### config.mk
export PLATFORM = sky130hd
export DESIGN_NAME = vscale_hasti_arbiter
export DESIGN_NICKNAME = d
export VERILOG_FILES = /design/src/rtl/vscale_hasti_arbiter.sv
export SDC_FILE = /design/constraint.sdc
export NUM_CORES = 1
export LEC_CHECK = 0
export BUFFER_PORTS_ARGS = -buffer_cell sky130_fd_sc_hd__buf_2
export CAP_MARGIN = 20
export CORE_UTILIZATION = 35
export CTS_BUF_LIST = sky130_fd_sc_hd__clkbuf_16
export DETAILED_ROUTE_END_ITERATION = 12
export SKIP_LAST_GASP = 1
export SYNTH_ARGS = -nofsm -noshare
export SYNTH_HDL_FRONTEND = slang
export SYNTH_SLANG_ARGS = --single-unit
### constraint.sdc
create_clock -name clk -period 13.9 [get_ports clk]
set_input_delay 1.39 -clock clk [delete_from_list [all_inputs] [get_ports clk]]
set_output_delay 1.39 -clock clk [all_outputs]
set_load 0.01 [all_outputs]
### src/rtl/vscale_hasti_arbiter.sv
// -----------------------------------------------------------------------------
// vscale_hasti_arbiter
// Shares one single-port HASTI (AHB-lite) slave between two masters.
// Arbitration is combinational at every address-phase boundary (s_hready=1).
// p0 (dmem) normally wins. p1 (imem) wins once it has lost MAX_WAIT boundaries
// in a row. When a master's data phase completes but its next address phase
// lost arbitration, the read data/response is buffered and handed back to the
// master later, on the boundary where its pending address phase is accepted.
//
// Ports
//   clk, reset              clock, async active-high reset
//   p0_* / p1_*             master-side AHB-lite: address phase + hwdata in,
//                           hrdata/hready/hresp out
//   s_*                     slave-side AHB-lite: address phase + hwdata out,
//                           hrdata/hready/hresp in
//
// Data-phase owner (owner_q)
//   state    | meaning
//   SEL_NONE | no data phase in flight (idle or nothing accepted)
//   SEL_P0   | slave data phase belongs to p0
//   SEL_P1   | slave data phase belongs to p1
// -----------------------------------------------------------------------------
module vscale_hasti_arbiter #(
   parameter int MAX_WAIT = 4
) (
   input  logic        clk,
   input  logic        reset,
   input  logic [31:0] p0_haddr,
   input  logic        p0_hwrite,
   input  logic [2:0]  p0_hsize,
   input  logic [2:0]  p0_hburst,
   input  logic        p0_hmastlock,
   input  logic [3:0]  p0_hprot,
   input  logic [1:0]  p0_htrans,
   input  logic [31:0] p0_hwdata,
   output logic [31:0] p0_hrdata,
   output logic        p0_hready,
   output logic        p0_hresp,
   input  logic [31:0] p1_haddr,
   input  logic        p1_hwrite,
   input  logic [2:0]  p1_hsize,
   input  logic [2:0]  p1_hburst,
   input  logic        p1_hmastlock,
   input  logic [3:0]  p1_hprot,
   input  logic [1:0]  p1_htrans,
   input  logic [31:0] p1_hwdata,
   output logic [31:0] p1_hrdata,
   output logic        p1_hready,
   output logic        p1_hresp,
   output logic [31:0] s_haddr,
   output logic        s_hwrite,
   output logic [2:0]  s_hsize,
   output logic [2:0]  s_hburst,
   output logic        s_hmastlock,
   output logic [3:0]  s_hprot,
   output logic [1:0]  s_htrans,
   output logic [31:0] s_hwdata,
   input  logic [31:0] s_hrdata,
   input  logic        s_hready,
   input  logic        s_hresp
);

   localparam int CW = (MAX_WAIT < 1) ? 1 : $clog2(MAX_WAIT + 1);
   localparam logic [CW-1:0] WAIT_LIMIT = CW'(MAX_WAIT);

   typedef struct packed {
      logic [31:0] haddr;
      logic        hwrite;
      logic [2:0]  hsize;
      logic [2:0]  hburst;
      logic        hmastlock;
      logic [3:0]  hprot;
      logic [1:0]  htrans;
   } addr_phase_t;

   typedef enum logic [1:0] {
      SEL_NONE = 2'd0,
      SEL_P0   = 2'd1,
      SEL_P1   = 2'd2
   } sel_e;

   addr_phase_t      p0_ap, p1_ap, s_ap, hold_q, hold_d;
   sel_e             addr_sel, owner_q, owner_d;
   logic [CW-1:0]    wait_q, wait_d;
   logic [1:0]       req, granted, owns;
   logic [1:0]       done_q, done_d;
   logic [1:0]       rresp_q, rresp_d;
   logic [1:0][31:0] rbuf_q, rbuf_d;
   logic [1:0]       hready_m, hresp_m;
   logic [1:0][31:0] hrdata_m;

   assign p0_ap = {p0_haddr, p0_hwrite, p0_hsize, p0_hburst, p0_hmastlock, p0_hprot, p0_htrans};
   assign p1_ap = {p1_haddr, p1_hwrite, p1_hsize, p1_hburst, p1_hmastlock, p1_hprot, p1_htrans};

   // htrans[1] covers both NONSEQ and SEQ
   assign req     = {p1_htrans[1], p0_htrans[1]};
   assign granted = {addr_sel == SEL_P1, addr_sel == SEL_P0};
   assign owns    = {owner_q == SEL_P1, owner_q == SEL_P0};

   // Arbitration only happens on a boundary; reset forces NONE so no slave
   // transfer can start while the block is held in reset.
   always_comb begin
      addr_sel = SEL_NONE;
      if (!reset && s_hready) begin
         if (req[1] && (!req[0] || wait_q == WAIT_LIMIT)) begin
            addr_sel = SEL_P1;
         end else if (req[0]) begin
            addr_sel = SEL_P0;
         end
      end
   end

   // During slave wait states the last accepted address phase is replayed
   // from the hold register so the slave-side bus stays stable.
   always_comb begin
      s_ap = '0;
      if (reset) begin
         s_ap = '0;
      end else if (!s_hready) begin
         s_ap = hold_q;
      end else if (addr_sel == SEL_P0) begin
         s_ap = p0_ap;
      end else if (addr_sel == SEL_P1) begin
         s_ap = p1_ap;
      end
   end

   assign s_haddr     = s_ap.haddr;
   assign s_hwrite    = s_ap.hwrite;
   assign s_hsize     = s_ap.hsize;
   assign s_hburst    = s_ap.hburst;
   assign s_hmastlock = s_ap.hmastlock;
   assign s_hprot     = s_ap.hprot;
   assign s_htrans    = s_ap.htrans;

   always_comb begin
      s_hwdata = '0;
      case (owner_q)
         SEL_P0:  s_hwdata = p0_hwdata;
         SEL_P1:  s_hwdata = p1_hwdata;
         default: s_hwdata = '0;
      endcase
   end

   assign hold_d  = s_hready ? s_ap : hold_q;
   assign owner_d = s_hready ? addr_sel : owner_q;

   always_comb begin
      wait_d = wait_q;
      if (s_hready) begin
         if (addr_sel == SEL_P1) begin
            wait_d = '0;
         end else if (req[1] && wait_q != WAIT_LIMIT) begin
            wait_d = wait_q + 1'b1;
         end
      end
   end

   // Per-master response path. A finished data phase whose master cannot yet
   // be released (its next address lost arbitration) is parked in rbuf and
   // returned on the boundary where that master's address is accepted.
   always_comb begin
      logic rdy;
      rdy      = 1'b1;
      hready_m = '1;
      hresp_m  = '0;
      hrdata_m = '0;
      done_d   = done_q;
      rbuf_d   = rbuf_q;
      rresp_d  = rresp_q;
      for (int i = 0; i < 2; i++) begin
         rdy = 1'b1;
         if (reset) begin
            rdy = 1'b1;
         end else if (done_q[i]) begin
            rdy         = s_hready && granted[i];
            hrdata_m[i] = rbuf_q[i];
            hresp_m[i]  = rresp_q[i];
            if (rdy) begin
               done_d[i] = 1'b0;
            end
         end else if (owns[i]) begin
            rdy         = s_hready && (!req[i] || granted[i]);
            hrdata_m[i] = s_hrdata;
            hresp_m[i]  = s_hresp;
            if (s_hready && !rdy) begin
               done_d[i]  = 1'b1;
               rbuf_d[i]  = s_hrdata;
               rresp_d[i] = s_hresp;
            end
         end else begin
            rdy = !req[i] || (s_hready && granted[i]);
         end
         hready_m[i] = rdy;
      end
   end

   assign p0_hready = hready_m[0];
   assign p0_hrdata = hrdata_m[0];
   assign p0_hresp  = hresp_m[0];
   assign p1_hready = hready_m[1];
   assign p1_hrdata = hrdata_m[1];
   assign p1_hresp  = hresp_m[1];

   always_ff @(posedge clk or posedge reset) begin
      if (reset) begin
         owner_q <= SEL_NONE;
         wait_q  <= '0;
         hold_q  <= '0;
         done_q  <= '0;
         rbuf_q  <= '0;
         rresp_q <= '0;
      end else begin
         owner_q <= owner_d;
         wait_q  <= wait_d;
         hold_q  <= hold_d;
         done_q  <= done_d;
         rbuf_q  <= rbuf_d;
         rresp_q <= rresp_d;
      end
   end

endmodule

==> metrics.txt <==
status=finished clean; first-pass GRT wire length=35.5 mm; Mapped Area=7410 sq um; unrepaired setup endpoints after global routing=false; vias in the first global route=6564; Sequential Area=2980 sq um; clock transition at the registers of the reported paths=60 ps; CP Capture Point=p1_hready; flop-to-flop setup slack=11110 ps; CTS tree=done; Layout Skew=8.13 ps; Initial Utilization=36.1%; sequential-to-total area share from yosys stat=40.2%; utilization after layout=47.4%; Worst VDD drop=0.0714 mV; post-synth top area share=40.2%; top cells by count, synth=dfrtp_1, a221o_1, nand2_1; fin crit share=37.7%; antenna violations before repair=1; via count=6981; startpoint class of the critical path=input port; crit path max fanout=111; Slew @ Worst Pin=1090 ps; hpwl dp=14.7 mm; pwr/cell area=115 nW/um^2; die width=147 microns; number of fill cells=1992; Die ar.=21700 sq um; core footprint=20500 sq um; Post-synth ARST share=100%; Synth warnings=0; Root Driver=clkbuf_16; CTS Sinks=119; gr usage total=20.5%; Final Hold Viols=0; FF-to-FF End=rbuf_q[58]$_DFFE_PP0P_; area of the multi-input gates=4010 sq um; Wirelength per Cell=16.8 microns; grt total ovfl=0; Routability Congestion=0.792; Avg Cell Area, Syn=9.89 sq um; Setup TNS=0 ps; Resize count post-CTS=0; Residual DRC=0; layout cells sized above 1=43.0%; number of hold buffers added after cts=0; worst endpoint required time=12510 ps; largest net degree at the start of global routing=112; minimum clock period after layout=5240 ps; antenna-violating nets left=0; Post-Syn Instances=749; crit path kind=in2out; EDFF count, synth=0; Hold Path Depth=2; vias per cell=5.30; ANT cells=0; r2r startpoint=owner_q[0]$_DFFE_PP0P_; r2r worst-path depth=7; maxcap violations=0; Main synth FF type=dfrtp_1; Port Buf Inserts=337; final net count=1233; # rows=52; CP endpoint kind=primary output; Post-CTS Setup Repair Bufs=0; Area contributors post-synth=dfrtp_1, a221o_1, mux2_2; area grow syn2layout=31.0%; LEAKAGE=0.00479 uW; die height=147 microns; num ports=338; # H-tree levels=4; area leader, netlist=dfrtp_1; Max Buffers Root-to-Sink=2; Routed WL=22.2 mm; Setup violations, final=0; count leader, synth=dfrtp_1; Worst slew margin=27.3%; CP startpoint=reset; CTS Buf Count=17; HP Class=reg2reg; worst skew pair latency=410 ps; Worst EP arrival=3850 ps; DRT iter0 DRCs=462; Slew Viols, Final=0; max frequency=191 MHz; drt pass-1 iters=5; syn_nets=945; Seq cells post-synth=119; Netlist cell types=36
power breakdown:
| group | switching [uW] | internal (uW) |
|---|---|---|
| logic | 122 | 119 |
| clock network | 156 | 294 |
| registers | 35.7 | 394 |
| total | 313 | 807 |
worst max-delay path: stages:
cell and delay, ps:
buf_2 90, buf_4 320, inv_6 700, buf_4 700, nand2_1 160, o32a_1 230
buf_2 150
metrics by stage:
step / cell area (sq um) / power, uW / worst slack [ps] / cells / hold WS [ps]
floorplan: 7410 / 586 / 6480 / 749 / 446
global placement: 9110 / 673 / 8540 / 1288 / 488
detailed placement: 9110 / 676 / 8510 / 1288 / 488
CTS: 9700 / 1130 / 8510 / 1318 / 504
global route: 9700 / 1180 / 8300 / 1318 / 515
finish: 9700 / 1120 / 8660 / 1318 / 501
area by class of cell:
class | count | area share, %
clock buffers | 17 | 4.38
clock inverters | 13 | 1.71
inverters | 6 | 0.284
multi-input cells | 547 | 41.3
flip-flops and latches | 119 | 30.7
well taps | 270 | 3.48
repair buffers | 346 | 18.1
cell usage in the layout (no fill, tap or decap), drive strengths merged, types with 17 or more instances in the layout:
cell type / instances
nand2: 66
a21oi: 63
nor2: 42
dfrtp: 119
clkbuf: 17
nor2b: 47
nand3b: 64
and2: 45
a221o: 90
buf: 346
mux2: 66
a22oi: 36
registers in the layout, summed over array words and instances (netlist names):
| name | flops |
|---|---|
| rbuf_q | 64 |
| hold_q | 46 |
| wait_q | 3 |
| done_q | 2 |
| owner_q | 2 |
| rresp_q | 2 |
kinds of logic (layout without fill, tap and decap cells):
| kind of cell | Yosys count | after routing | share of synthesized area, % |
|---|---|---|---|
| fa+ha+maj | 4 | 4 | 0.676 |
| compound gates | 204 | 204 | 21.6 |
| buf+inv | 83 | 382 | 5.90 |
| mux | 68 | 68 | 10.8 |
| simple gates | 271 | 271 | 20.9 |
| flops | 119 | 119 | 40.2 |
metal layers:
layer  GRT usage, %  routed length (microns)  vias to the layer above
li1               -                        -                     3348
met1           29.9                    10700                     3322
met2           30.4                     9660                      290
met3           4.69                     1520                       19
met4           5.67                      269                        2
met5              0                       10                        -
worst min path at each step:
stage / to / from
after floorplan: hold_q[1]$_DFFE_PP0P_ / hold_q[1]$_DFFE_PP0P_
after global placement: rbuf_q[57]$_DFFE_PP0P_ / rbuf_q[57]$_DFFE_PP0P_
after detailed placement: hold_q[1]$_DFFE_PP0P_ / hold_q[1]$_DFFE_PP0P_
after CTS: hold_q[1]$_DFFE_PP0P_ / hold_q[1]$_DFFE_PP0P_
after global routing: rbuf_q[49]$_DFFE_PP0P_ / rbuf_q[49]$_DFFE_PP0P_
final: hold_q[1]$_DFFE_PP0P_ / hold_q[1]$_DFFE_PP0P_
Note: power is estimated with default switching activity, not from simulation.
